===== config.mk =====
export PLATFORM = sky130hd
export DESIGN_NAME = clock_display_driver
export DESIGN_NICKNAME = d
export VERILOG_FILES = /design/src/rtl/clock_display_driver.sv
export SDC_FILE = /design/constraint.sdc
export NUM_CORES = 1
export LEC_CHECK = 0
export CORE_MARGIN = 8
export CORE_UTILIZATION = 35
export CTS_CLUSTER_DIAMETER = 40
export DETAILED_ROUTE_END_ITERATION = 7
export DONT_BUFFER_PORTS = 1
export GPL_TIMING_DRIVEN = 0
export PLACE_DENSITY = 0.57
export SYNTH_ARGS = -nofsm -noshare
export SYNTH_HDL_FRONTEND = slang
export SYNTH_SLANG_ARGS = --single-unit

===== constraint.sdc =====
create_clock -name clk -period 5.65 [get_ports clk]
set_clock_uncertainty 0.1 [all_clocks]
set_input_delay 0.565 -clock clk [delete_from_list [all_inputs] [get_ports clk]]
set_output_delay 0.565 -clock clk [all_outputs]
set_load 0.03 [all_outputs]

===== src/rtl/clock_display_driver.sv =====
// rtl/clock_display_driver.sv - 24h binary time to 12h BCD, six-digit multiplexed 7-seg driver
// Optional feature macro: LEADING_ZERO_BLANK_EN (blank hour-tens digit when the 12h hour is below 10)
module clock_display_driver #(
    parameter int REFRESH_DIV = 50000
) (
    input  logic       clk,
    input  logic       rst,
    input  logic [5:0] hours,
    input  logic [5:0] mins,
    input  logic [5:0] secs,
    output logic [6:0] seg,
    output logic [5:0] an,
    output logic       dp,
    output logic       pm
);

    localparam int CNT_W = $clog2(REFRESH_DIV);
    localparam logic [CNT_W-1:0] CNT_MAX = CNT_W'(REFRESH_DIV - 1);

    localparam logic [6:0] SEG_DASH  = 7'h40;
    localparam logic [6:0] SEG_BLANK = 7'h00;

    logic [CNT_W-1:0] cnt_q, cnt_d;
    logic [2:0]       idx_q, idx_d;
    logic [5:0]       snap_h_q, snap_h_d;
    logic [5:0]       snap_m_q, snap_m_d;
    logic [5:0]       snap_s_q, snap_s_d;
    logic [6:0]       seg_q, seg_d;
    logic [5:0]       an_q, an_d;
    logic             dp_q, dp_d;
    logic             pm_q, pm_d;

    logic [5:0] h12;
    logic       h_ok, m_ok, s_ok, pm_n;
    logic [7:0] h_bcd, m_bcd, s_bcd;
    logic [6:0] digit_seg;

    // Tens/units split by compare-and-subtract; valid for 0..63
    function automatic logic [7:0] to_bcd(input logic [5:0] v);
        logic [3:0] t;
        logic [3:0] u;
        if (v >= 6'd60) begin
            t = 4'd6; u = 4'(v - 6'd60);
        end else if (v >= 6'd50) begin
            t = 4'd5; u = 4'(v - 6'd50);
        end else if (v >= 6'd40) begin
            t = 4'd4; u = 4'(v - 6'd40);
        end else if (v >= 6'd30) begin
            t = 4'd3; u = 4'(v - 6'd30);
        end else if (v >= 6'd20) begin
            t = 4'd2; u = 4'(v - 6'd20);
        end else if (v >= 6'd10) begin
            t = 4'd1; u = 4'(v - 6'd10);
        end else begin
            t = 4'd0; u = v[3:0];
        end
        return {t, u};
    endfunction

    function automatic logic [6:0] seg_code(input logic [3:0] d);
        logic [6:0] s;
        case (d)
            4'd0:    s = 7'h3F;
            4'd1:    s = 7'h06;
            4'd2:    s = 7'h5B;
            4'd3:    s = 7'h4F;
            4'd4:    s = 7'h66;
            4'd5:    s = 7'h6D;
            4'd6:    s = 7'h7D;
            4'd7:    s = 7'h07;
            4'd8:    s = 7'h7F;
            4'd9:    s = 7'h6F;
            default: s = SEG_BLANK;
        endcase
        return s;
    endfunction

    always_comb begin
        h12  = snap_h_q;
        h_ok = 1'b1;
        pm_n = 1'b0;
        if (snap_h_q == 6'd0) begin
            h12 = 6'd12;
        end else if (snap_h_q < 6'd12) begin
            h12 = snap_h_q;
        end else if (snap_h_q == 6'd12) begin
            pm_n = 1'b1;
        end else if (snap_h_q <= 6'd23) begin
            h12  = snap_h_q - 6'd12;
            pm_n = 1'b1;
        end else begin
            h_ok = 1'b0;
        end
        m_ok  = (snap_m_q <= 6'd59);
        s_ok  = (snap_s_q <= 6'd59);
        h_bcd = to_bcd(h12);
        m_bcd = to_bcd(snap_m_q);
        s_bcd = to_bcd(snap_s_q);
    end

    always_comb begin
        digit_seg = SEG_BLANK;
        case (idx_q)
            3'd0: begin
                digit_seg = h_ok ? seg_code(h_bcd[7:4]) : SEG_DASH;
`ifdef LEADING_ZERO_BLANK_EN
                if (h_ok && h_bcd[7:4] == 4'd0) digit_seg = SEG_BLANK;
`endif
            end
            3'd1:    digit_seg = h_ok ? seg_code(h_bcd[3:0]) : SEG_DASH;
            3'd2:    digit_seg = m_ok ? seg_code(m_bcd[7:4]) : SEG_DASH;
            3'd3:    digit_seg = m_ok ? seg_code(m_bcd[3:0]) : SEG_DASH;
            3'd4:    digit_seg = s_ok ? seg_code(s_bcd[7:4]) : SEG_DASH;
            3'd5:    digit_seg = s_ok ? seg_code(s_bcd[3:0]) : SEG_DASH;
            default: digit_seg = SEG_BLANK;
        endcase
    end

    always_comb begin
        cnt_d    = cnt_q + 1'b1;
        idx_d    = idx_q;
        snap_h_d = snap_h_q;
        snap_m_d = snap_m_q;
        snap_s_d = snap_s_q;
        if (cnt_q == CNT_MAX) begin
            cnt_d = '0;
            if (idx_q == 3'd5) begin
                idx_d    = 3'd0;
                snap_h_d = hours;
                snap_m_d = mins;
                snap_s_d = secs;
            end else begin
                idx_d = idx_q + 3'd1;
            end
        end

        // First cycle of every slot is dark so the previous digit cannot ghost
        seg_d = SEG_BLANK;
        an_d  = 6'h3F;
        dp_d  = 1'b0;
        if (cnt_q != '0) begin
            seg_d = digit_seg;
            an_d  = ~(6'b000001 << idx_q);
            dp_d  = (idx_q == 3'd1) || (idx_q == 3'd3) || ((idx_q == 3'd5) && pm_n);
        end
        pm_d = pm_n;
    end

    always_ff @(posedge clk or negedge rst) begin
        if (!rst) begin
            cnt_q    <= '0;
            idx_q    <= 3'd0;
            snap_h_q <= 6'd0;
            snap_m_q <= 6'd0;
            snap_s_q <= 6'd0;
            seg_q    <= SEG_BLANK;
            an_q     <= 6'h3F;
            dp_q     <= 1'b0;
            pm_q     <= 1'b0;
        end else begin
            cnt_q    <= cnt_d;
            idx_q    <= idx_d;
            snap_h_q <= snap_h_d;
            snap_m_q <= snap_m_d;
            snap_s_q <= snap_s_d;
            seg_q    <= seg_d;
            an_q     <= an_d;
            dp_q     <= dp_d;
            pm_q     <= pm_d;
        end
    end

    assign seg = seg_q;
    assign an  = an_q;
    assign dp  = dp_q;
    assign pm  = pm_q;

endmodule

==> results of run 1 <==
## per-layer routing
layer,vias to the layer above,track usage [%]
met4,4,5.49
met1,2153,18.3
met2,102,23.9
met3,28,3.83
met5,-,0
li1,2163,-
## power groups by stage
stage	combinational, mW	clock, mW	sequential, mW
floorplan	0.246	0	0.413
global placement	0.305	0	0.418
detailed placement	0.311	0	0.418
CTS	0.323	0.384	0.411
global route	0.365	0.393	0.413
finish	0.327	0.371	0.410
## per-stage QoR
stage	cells	power, mW	hold slack (ns)	util, %	worst slack, ns
after floorplan	583	0.659	0.169	-	1.33
after global placement	763	0.723	0.172	37.4	0.469
after detailed placement	763	0.729	0.172	37.4	0.447
after CTS	772	1.12	0.0178	38.9	0.428
after global routing	772	1.17	0.0179	38.9	0.126
final	772	1.11	0.0113	38.9	0.504
## flip-flops by register name, indices dropped and copies added (netlist names)
signal / count
cnt_q: 16
seg: 7
an: 6
snap_h_q: 6
snap_m_q: 6
snap_s_q: 6
idx_q: 3
dp: 1
pm: 1
## cells in the final DEF, fill, tap and decap left out, types with 9 or more instances in the layout
| master | instances |
|---|---|
| ha_1 | 56 |
| a31oi_1 | 9 |
| o21ai_0 | 22 |
| a21oi_1 | 38 |
| dfrtp_1 | 46 |
| and3_1 | 13 |
| mux2_2 | 20 |
| nor3_1 | 14 |
| nand2b_1 | 9 |
| xnor2_1 | 10 |
| and2_1 | 10 |
| clkbuf_1 | 24 |
| inv_1 | 32 |
| nand2_1 | 49 |
| nand3_1 | 22 |
| nor2_1 | 37 |
## cell type report
cell class	instances	area share (%)
flip-flops and latches	52	24.3
clock buffers	6	2.58
repair buffers	1	0.511
well taps	180	4.18
plain buffers	28	2.16
clock inverters	2	0.721
inverters	34	2.37
multi-input cells	469	63.2
## path summary, 6_finish.rpt
kind	start	endpoint	slack [ns]	cells after the start
min in group clk	mins[0]	snap_m_q[0]$_DFFE_PN0P_	0.30	1
min reg2reg	cnt_q[0]$_DFF_PN0_	cnt_q[0]$_DFF_PN0_	0.38	1
max in group asynchronous	rst	an[1]$_DFF_PN1_	5.14	1
max	snap_h_q[3]$_DFFE_PN0P_	seg[6]$_DFF_PN0_	0.50	20
max reg2reg	snap_h_q[3]$_DFFE_PN0P_	seg[6]$_DFF_PN0_	0.50	20
min	rst	snap_h_q[2]$_DFFE_PN0P_	0.01	1
## synth_stat cells (5+ instances only)
master    number
o211ai_1       7
nand2b_1       9
o21a_1         6
nand3_1       22
a31oi_1        9
xor2_1         8
inv_1         32
o22ai_1        8
mux2i_1        5
xnor2_1       10
and3_1        13
ha_1          56
nand2_1       49
a21oi_1       38
nor2_1        37
a211oi_1       7
clkbuf_1      24
and2_1        10
dfstp_2        6
nor3_1        14
nor2b_1        6
dfrtp_1       46
or3_1          5
o21ai_0       23
mux2_2        20
## cells by family (layout without fill, tap and decap cells)
group	Yosys count	count (layout)	share of synthesized area, %
adder cells (fa/ha/maj)	56	56	14.2
buffers and inverters	62	71	4.94
flip-flops	52	52	26.5
AO/OA/AOI/OAI	173	173	24.8
AND/OR/NAND/NOR	196	196	20.6
multiplexers	26	26	5.85
XOR/XNOR	18	18	3.19
## worst max-delay path, stage by stage (launching register included)
cell and delay [ns]:
dfrtp_1 0.52, ha_1 0.36, o21ai_1 0.15, a221oi_2 0.49, xnor2_1 0.18, nand2_1 0.25
inv_1 0.18, ha_1 0.25, a21oi_1 0.25, nand3_1 0.12, a31oi_1 0.33, o21ai_1 0.17
and2_0 0.19, o21ai_1 0.26, inv_1 0.13, ha_1 0.23, a22o_1 0.21, a311o_1 0.34
a21oi_1 0.12, a221oi_1 0.14, nand3_1 0.12
## timing repair
action | 4_1_cts | 5_1_grt
hold endpoints to repair | 52 | 0
resized for setup | 0 | 2
hold buffers | 1 | 0
endpoints found under the setup margin | 0 | 1
==> results_dict.tcl, run 1 <==
set metrics [dict create \
    multi_input_area_mm2 0.00340 \
    max_clock_freq_ghz 0.194 \
    core_area_mm2 0.0138 \
    dr_wl_met2_mm 6.08 \
    drtIter0Drc 313 \
    die_area_mm2 0.0182 \
    viasPerCell 5.76 \
    slew_viol_final 0 \
    min_period_ns 5.15 \
    initial_core_util_pct 35.8 \
    hold_viol_final 0 \
    gp_congestion 0.932 \
    portBuffers 0 \
    place_hpwl_mm 10.2 \
    ioPinCount 35 \
    arrival_ns 5.29 \
    switching_share_pct 33.9 \
    grt_pass1_wl_mm 21.8 \
    holdCritPathClass "primary input to asynchronous set/reset pin" \
    end_kind "flip-flop" \
    synthDistinctLibCells 83 \
    clock_latency_ns 0.31 \
    synth_edf_count 0 \
    ys_seq_area_share_pct 26.5 \
    tightestPinTransition_ns 0.913 \
    period_share_pct 91.1 \
    dr.pass1.iters 5 \
    wl_mm 13.2 \
    crit_type "flip-flop to flip-flop" \
    clk_pin_slew_ns 0.07 \
    fin_area_mm2 0.00538 \
    dr_wl_met3_um 750 \
    synth_top_area_share_pct 23.3 \
    fin_nets 667 \
    cp.required_ns 5.79 \
    cts_buffers 5 \
    synth_nets 659 \
    grt_pass1_vias 4309 \
    htree_num_levels 2 \
    status "finished clean" \
    drive_above_1_share_pct 9.12 \
    ys_seq_elements 52 \
    avgRoutedWirePerCell_um 17.1 \
    critPathLaunchType "flip-flop" \
    setup_tns_ns 0 \
    slew_headroom_pct 38.6 \
    drc 0 \
    grtUsageTotal_pct 14.7 \
    clock-root-buffer "clkbuf_16" \
    place_area_mm2 0.00517 \
    power_leakage_nw 2.31 \
    met1_length_mm 6.02 \
    num_rows 43 \
    fillers 1376 \
    die_y_um 135 \
    yosysTopAreaCell "dfrtp_1" \
    yosysWarningCount 0 \
    clockPowerShare_pct 33.5 \
    cts_tree "done" \
    synthArstFlopShare_pct 100 \
    ys_top_cells_by_area "dfrtp_1 (23%), ha_1 (14%), mux2_2 (4.6%), a21oi_1 (3.8%), nand2_1 (3.7%)" \
    setup_violations 0 \
    antenna_found_initial 2 \
    top_layer_used "met5" \
    synth_ff_type "dfrtp_1" \
    syn_area_per_cell_um2 8.48 \
    rsz0062_at_grt "false" \
    clockBufferDepth 2 \
    worstPathMaxFanout 9 \
    syn2layout_area_growth_pct 8.88 \
    comb_power_share_pct 29.5 \
    grt_overflow 0 \
    synth_area_mm2 0.00494 \
    antenna-diode-count 0 \
    ir_drop_mv 0.131 \
    power_switching_uw 375 \
    die_w_um 135 \
    cts_setup_buffers 0 \
    power_density_mw_per_mm2 206 \
    ant_nets 0 \
    max_cap_viol_count 0 \
    regArea_mm2 0.00131 \
    grt_max_degree 53 \
    cts.sinks 52 \
    p_int_uw 733 \
    synth_cells 583 \
    dr_total_vias 4450 \
    seqPwrFrac_pct 37.0 \
]
(Power assumes the default switching activity.)
==> inputs of run 2 (changes only) <==
- RECOVER_POWER: default -> 50
==> results_dict.tcl, run 2 (synthesized netlist as in run 1, its figures left out) <==
set metrics [dict create \
    syn2layout_area_growth_pct 8.40 \
    critPathLaunchType "flip-flop" \
    cp.buffers_inverters 2 \
    max_clock_freq_ghz 0.194 \
    seqPwrFrac_pct 37.1 \
    setup_tns_ns 0 \
    clock_latency_ns 0.31 \
    dr_total_vias 4453 \
    hp-start "mins[0]" \
    timing.rr.end "seg[6]$_DFF_PN0_" \
    cts_tree "done" \
    place_hpwl_mm 10.2 \
    largest_reg_flops 16 \
    p_int_uw 731 \
    status "finished with violations" \
    grt_max_degree 53 \
    rsz0062_at_grt "false" \
    portBuffers 0 \
    slew_viol_final 53 \
    clk_pin_slew_ns 0.07 \
    violations "capacitance limit, slew limit" \
    power_switching_uw 375 \
    end_kind "flip-flop" \
    r2r_setup_slack_ns 0.51 \
    timing.rr.start "snap_h_q[3]$_DFFE_PN0P_" \
    worstPathMaxFanout 9 \
    slew_headroom_pct -90.1 \
    holdPathStages 1 \
    min_period_ns 5.14 \
    ir_drop_mv 0.131 \
    grt_pass1_vias 4309 \
    grt_pass1_wl_mm 21.8 \
    reg2reg_depth 20 \
    clock-root-buffer "clkbuf_16" \
    drc 0 \
    gp_congestion 0.932 \
    power_density_mw_per_mm2 206 \
    cts_buffers 5 \
    ioPinCount 35 \
    setup_violations 0 \
    clockBufferDepth 2 \
    antenna-diode-count 0 \
    drtIter0Drc 313 \
    grt_overflow 0 \
    viasPerCell 5.77 \
    clockPowerShare_pct 33.5 \
    avgRoutedWirePerCell_um 17.1 \
    hold_viol_final 0 \
    crit_type "flip-flop to flip-flop" \
    dp_cells 763 \
    holdCritPathClass "primary input to flip-flop" \
    cts_setup_buffers 0 \
    cp_slowest_cell "dfrtp_1" \
    period_share_pct 91.1 \
    cp.required_ns 5.79 \
    final_cells 772 \
    htree_num_levels 2 \
    initial_core_util_pct 35.8 \
    critical-path-top-delay-family "compound AO/OA/AOI/OAI gates" \
    max_cap_viol_count 1 \
    arrival_ns 5.29 \
    max_stage_delay_ns 0.51 \
    layout_common_cells "ha_1 (56), nand2_1 (49), dfrtp_1 (46), a21oi_1 (38), nor2_1 (37)" \
    die_w_um 135 \
    grtUsageTotal_pct 14.7 \
    antenna_found_initial 2 \
    worstPathCellList "ha_1 -> o21ai_1 -> a221oi_2 -> xnor2_1 -> nand2_1 -> inv_1 -> ha_1 -> a21oi_1 -> nand3_1 -> a31oi_1 -> o21ai_1 -> and2_0 -> o21ai_1 -> inv_1 -> ha_1 -> a22o_1 -> a311o_1 -> a21oi_1 -> a221oi_1 -> nand3_1" \
    min_to "snap_m_q[0]$_DFFE_PN0P_" \
    comb_power_share_pct 29.4 \
    wl_mm 13.2 \
    ant_nets 0 \
    tightestPinTransition_ns 2.85 \
    die_area_mm2 0.0182 \
    core_area_mm2 0.0138 \
    power_leakage_nw 2.30 \
    cts.sinks 52 \
    dr.pass1.iters 5 \
    drive_above_1_share_pct 8.95 \
    num_rows 43 \
    die_y_um 135 \
    fin_nets 667 \
    switching_share_pct 33.9 \
    largest-register "cnt_q" \
    mostFrequentLayoutCell "ha_1" \
]
==> run 2: cell count changes in the layout (fill, tap and decap cells not counted), sizes merged <==
| cell | previous run | this run |
|---|---|---|
| buf | 5 | 4 |
| clkbuf | 30 | 31 |
==> run 2: final cells by class <==
cell class | instances | area [um^2]
Buffer | 28 | 116
Clock buffer | 6 | 139
Clock inverter | 2 | 38.8
Fill cell | 1379 | 8470
Inverter | 34 | 128
Multi-Input combinational cell | 469 | 3400
Sequential cell | 52 | 1310
Tap cell | 180 | 225
Timing Repair Buffer | 1 | 3.75
==> run 2: worst max-delay path by stage <==
stage | startpoint | end | slack, ns | depth (start not counted)
finish | snap_h_q[3]$_DFFE_PN0P_ | seg[6]$_DFF_PN0_ | 0.51 | 20
global route | snap_h_q[3]$_DFFE_PN0P_ | seg[6]$_DFF_PN0_ | 0.13 | 20
CTS | snap_h_q[3]$_DFFE_PN0P_ | seg[6]$_DFF_PN0_ | 0.43 | 18
detailed placement | snap_h_q[3]$_DFFE_PN0P_ | seg[6]$_DFF_PN0_ | 0.45 | 18
global placement | snap_h_q[3]$_DFFE_PN0P_ | seg[6]$_DFF_PN0_ | 0.47 | 18
floorplan | snap_h_q[3]$_DFFE_PN0P_ | seg[6]$_DFF_PN0_ | 1.33 | 18
==> run 2: worst reg2reg max path, cell delays in order (launching register included) <==
cell and delay, ns:
dfrtp_1 0.51, ha_1 0.36, o21ai_1 0.15, a221oi_2 0.49
xnor2_1 0.18, nand2_1 0.25, inv_1 0.18, ha_1 0.26
a21oi_1 0.25, nand3_1 0.12, a31oi_1 0.33, o21ai_1 0.17
and2_0 0.19, o21ai_1 0.26, inv_1 0.13, ha_1 0.23
a22o_1 0.21, a311o_1 0.34, a21oi_1 0.12, a221oi_1 0.14
nand3_1 0.12
==> run 2: metrics by stage <==
| stage | total power [mW] | setup slack, ns | area (um^2) | hold WS [ns] | utilization, % |
|---|---|---|---|---|---|
| floorplan | 0.659 | 1.33 | 4940 | 0.169 | - |
| global placement | 0.723 | 0.469 | 5170 | 0.172 | 37.4 |
| detailed placement | 0.729 | 0.447 | 5170 | 0.172 | 37.4 |
| CTS | 1.12 | 0.428 | 5370 | 0.0178 | 38.9 |
| global route | 1.17 | 0.126 | 5360 | 0.296 | 38.8 |
| finish | 1.11 | 0.505 | 5360 | 0.305 | 38.8 |
==> run 2: power by group through the flow <==
stage | Combinational, mW | Sequential, mW | Clock, mW
finish | 0.325 | 0.410 | 0.371
detailed placement | 0.311 | 0.418 | 0
floorplan | 0.246 | 0.413 | 0
global placement | 0.305 | 0.418 | 0
CTS | 0.323 | 0.411 | 0.384
global route | 0.363 | 0.413 | 0.393
==> run 2: layer usage <==
| metal | GRT usage, % | vias to the layer above | routed length, um |
|---|---|---|---|
| met1 | 18.3 | 2161 | 6000 |
| met2 | 23.9 | 100 | 6120 |
| li1 | - | 2162 | - |
| met3 | 3.83 | 26 | 757 |
| met5 | 0 | - | 22 |
| met4 | 5.49 | 4 | 333 |
==> run 2: what timing repair did <==
item | CTS | global route
hold endpoints to repair | 52 | 0
endpoints found under the setup margin | 0 | 1
resized for setup | 0 | 2
hold buffers | 1 | 0
==> inputs of run 3 (changes only) <==
- CORE_MARGIN: 8 -> default
- CORE_UTILIZATION: 35 -> 45
- GPL_ROUTABILITY_DRIVEN: default -> 0
- PLACE_DENSITY: 0.57 -> 0.68
==> results_dict.tcl, run 3 (synthesized netlist as in run 1, its figures left out) <==
set metrics [dict create \
    end_kind "flip-flop" \
    dr_total_vias 4403 \
    cp_slowest_cell "dfrtp_1" \
    clock-root-buffer "clkbuf_8" \
    crit_start "snap_h_q[3]$_DFFE_PN0P_" \
    drtIter0Drc 326 \
    cts.sinks 52 \
    fillers 991 \
    largest-register "cnt_q" \
    hp-start "secs[5]" \
    seqPwrFrac_pct 42.0 \
    power_density_mw_per_mm2 186 \
    arrival_ns 5.39 \
    max_clock_freq_ghz 0.191 \
    whs_ns 0.279 \
    clockPowerShare_pct 24.6 \
    slew_headroom_pct -89.0 \
    power_switching_uw 373 \
    dr.pass1.iters 5 \
    clk_pin_slew_ns 0.11 \
    min_period_ns 5.23 \
    tightestPinTransition_ns 2.83 \
    ir_drop_mv 0.106 \
    ioPinCount 35 \
    worstPathCellList "ha_1 -> o21ai_1 -> a221oi_2 -> mux2i_4 -> inv_1 -> ha_1 -> a21boi_0 -> nor2_1 -> o21ai_1 -> and2_0 -> o21ai_0 -> inv_1 -> ha_1 -> a22o_1 -> a311o_1 -> a21oi_1 -> a221oi_1 -> nand3_1" \
    grt_overflow 0 \
    critPathLaunchType "flip-flop" \
    rsz0062_at_grt "false" \
    crit_type "flip-flop to flip-flop" \
    die_area_mm2 0.0114 \
    grt_pass1_vias 4166 \
    cp.required_ns 5.81 \
    wl_mm 12.2 \
    grtUsageTotal_pct 21.8 \
    utilization_pct 49.9 \
    fin_nets 668 \
    cts_tree "done" \
    status "finished with violations" \
    portBuffers 0 \
    setup_tns_ns 0 \
    antenna_found_initial 0 \
    largest_reg_flops 16 \
    drive_above_1_share_pct 8.94 \
    die_w_um 107 \
    place_hpwl_mm 9.26 \
    initial_core_util_pct 47.0 \
    antenna-diode-count 0 \
    viasPerCell 6.04 \
    cts_setup_buffers 0 \
    violations "capacitance limit, slew limit" \
    worst_path_most_repeated_cell "ha_1" \
    setup_violations 0 \
    timing.rr.start "snap_h_q[3]$_DFFE_PN0P_" \
    cts_buffers 5 \
    max_cap_viol_count 1 \
    clockBufferDepth 2 \
    htree_num_levels 2 \
    holdCritPathClass "primary input to flip-flop" \
    syn2layout_area_growth_pct 5.97 \
    power_leakage_nw 2.27 \
    comb_power_share_pct 33.4 \
    mostFrequentLayoutCell "ha_1" \
    die_y_um 107 \
    grt_max_degree 53 \
    grt_pass1_wl_mm 20.1 \
    worstPathMaxFanout 9 \
    period_share_pct 92.5 \
    avgRoutedWirePerCell_um 16.7 \
    max_stage_delay_ns 0.51 \
    hold_viol_final 0 \
    layout_common_cells "ha_1 (56), nand2_1 (49), dfrtp_1 (46), a21oi_1 (38), nor2_1 (37)" \
    p_int_uw 602 \
    slew_viol_final 53 \
    drc 0 \
    switching_share_pct 38.2 \
    core_area_mm2 0.0105 \
    clock_latency_ns 0.32 \
    num_rows 37 \
    ant_nets 0 \
]
[run 3: power groups by stage]
stage | clock network [mW] | logic (mW) | registers [mW]
global route | 0.265 | 0.360 | 0.412
floorplan | 0 | 0.246 | 0.413
CTS | 0.251 | 0.321 | 0.410
finish | 0.240 | 0.326 | 0.410
detailed placement | 0 | 0.308 | 0.417
global placement | 0 | 0.298 | 0.416
[run 3: final timing paths]
| path | endpoint | slack [ns] | depth (start not counted) |
|---|---|---|---|
| setup reg to reg | seg[6]$_DFF_PN0_ | 0.42 | 18 |
| setup / recovery | seg[6]$_DFF_PN0_ | 0.42 | 18 |
| hold / removal | snap_s_q[5]$_DFFE_PN0P_ | 0.28 | 1 |
| hold reg to reg | cnt_q[0]$_DFF_PN0_ | 0.39 | 1 |
| min in group asynchronous | snap_m_q[4]$_DFFE_PN0P_ | 1.58 | 2 |
| max in group asynchronous | cnt_q[15]$_DFF_PN0_ | 2.27 | 2 |
[run 3: metal layers]
metal,wire (um),track usage [%],share of wire (%)
met5,0,0,0
met4,278,7.14,2.3
met3,491,2.61,4.0
met2,5660,35.1,46
met1,5780,30.2,47
[run 3: what timing repair did]
action | 4_1_cts | 5_1_grt
gates resized for setup | 0 | 1
endpoints found under the setup margin | 0 | 1
hold endpoints to repair | 52 | 0
hold buffers | 2 | 0
[run 3: critical path: cells and delay by family, from the launching register on]
family / cells / cell delay, ns
AO/OA/AOI/OAI: 9 / 2.22
flip-flops: 1 / 0.51
adder cells (fa/ha/maj): 3 / 0.83
buffers and inverters: 2 / 0.35
AND/OR/NAND/NOR: 3 / 0.70
multiplexers: 1 / 0.45
[run 3: layout make-up]
cell class	instances	area (um^2)	share of cell area, %
Inverter	34	128	2.44
Buffer	28	116	2.22
Clock buffer	5	68.8	1.31
Tap cell	136	170	3.25
Sequential cell	52	1310	25.0
Multi-Input combinational cell	469	3400	64.9
Timing Repair Buffer	2	13.8	0.263
Clock inverter	3	33.8	0.645
[run 3: stage by stage]
step                      power, mW  cells  setup WS, ns  area, um^2
after floorplan               0.659    583          1.33        4940
after global placement        0.715    719         0.525        5110
after detailed placement      0.725    719         0.487        5110
after CTS                     0.981    729         0.447        5250
after global routing           1.04    729       0.00242        5240
final                         0.976    729         0.423        5240
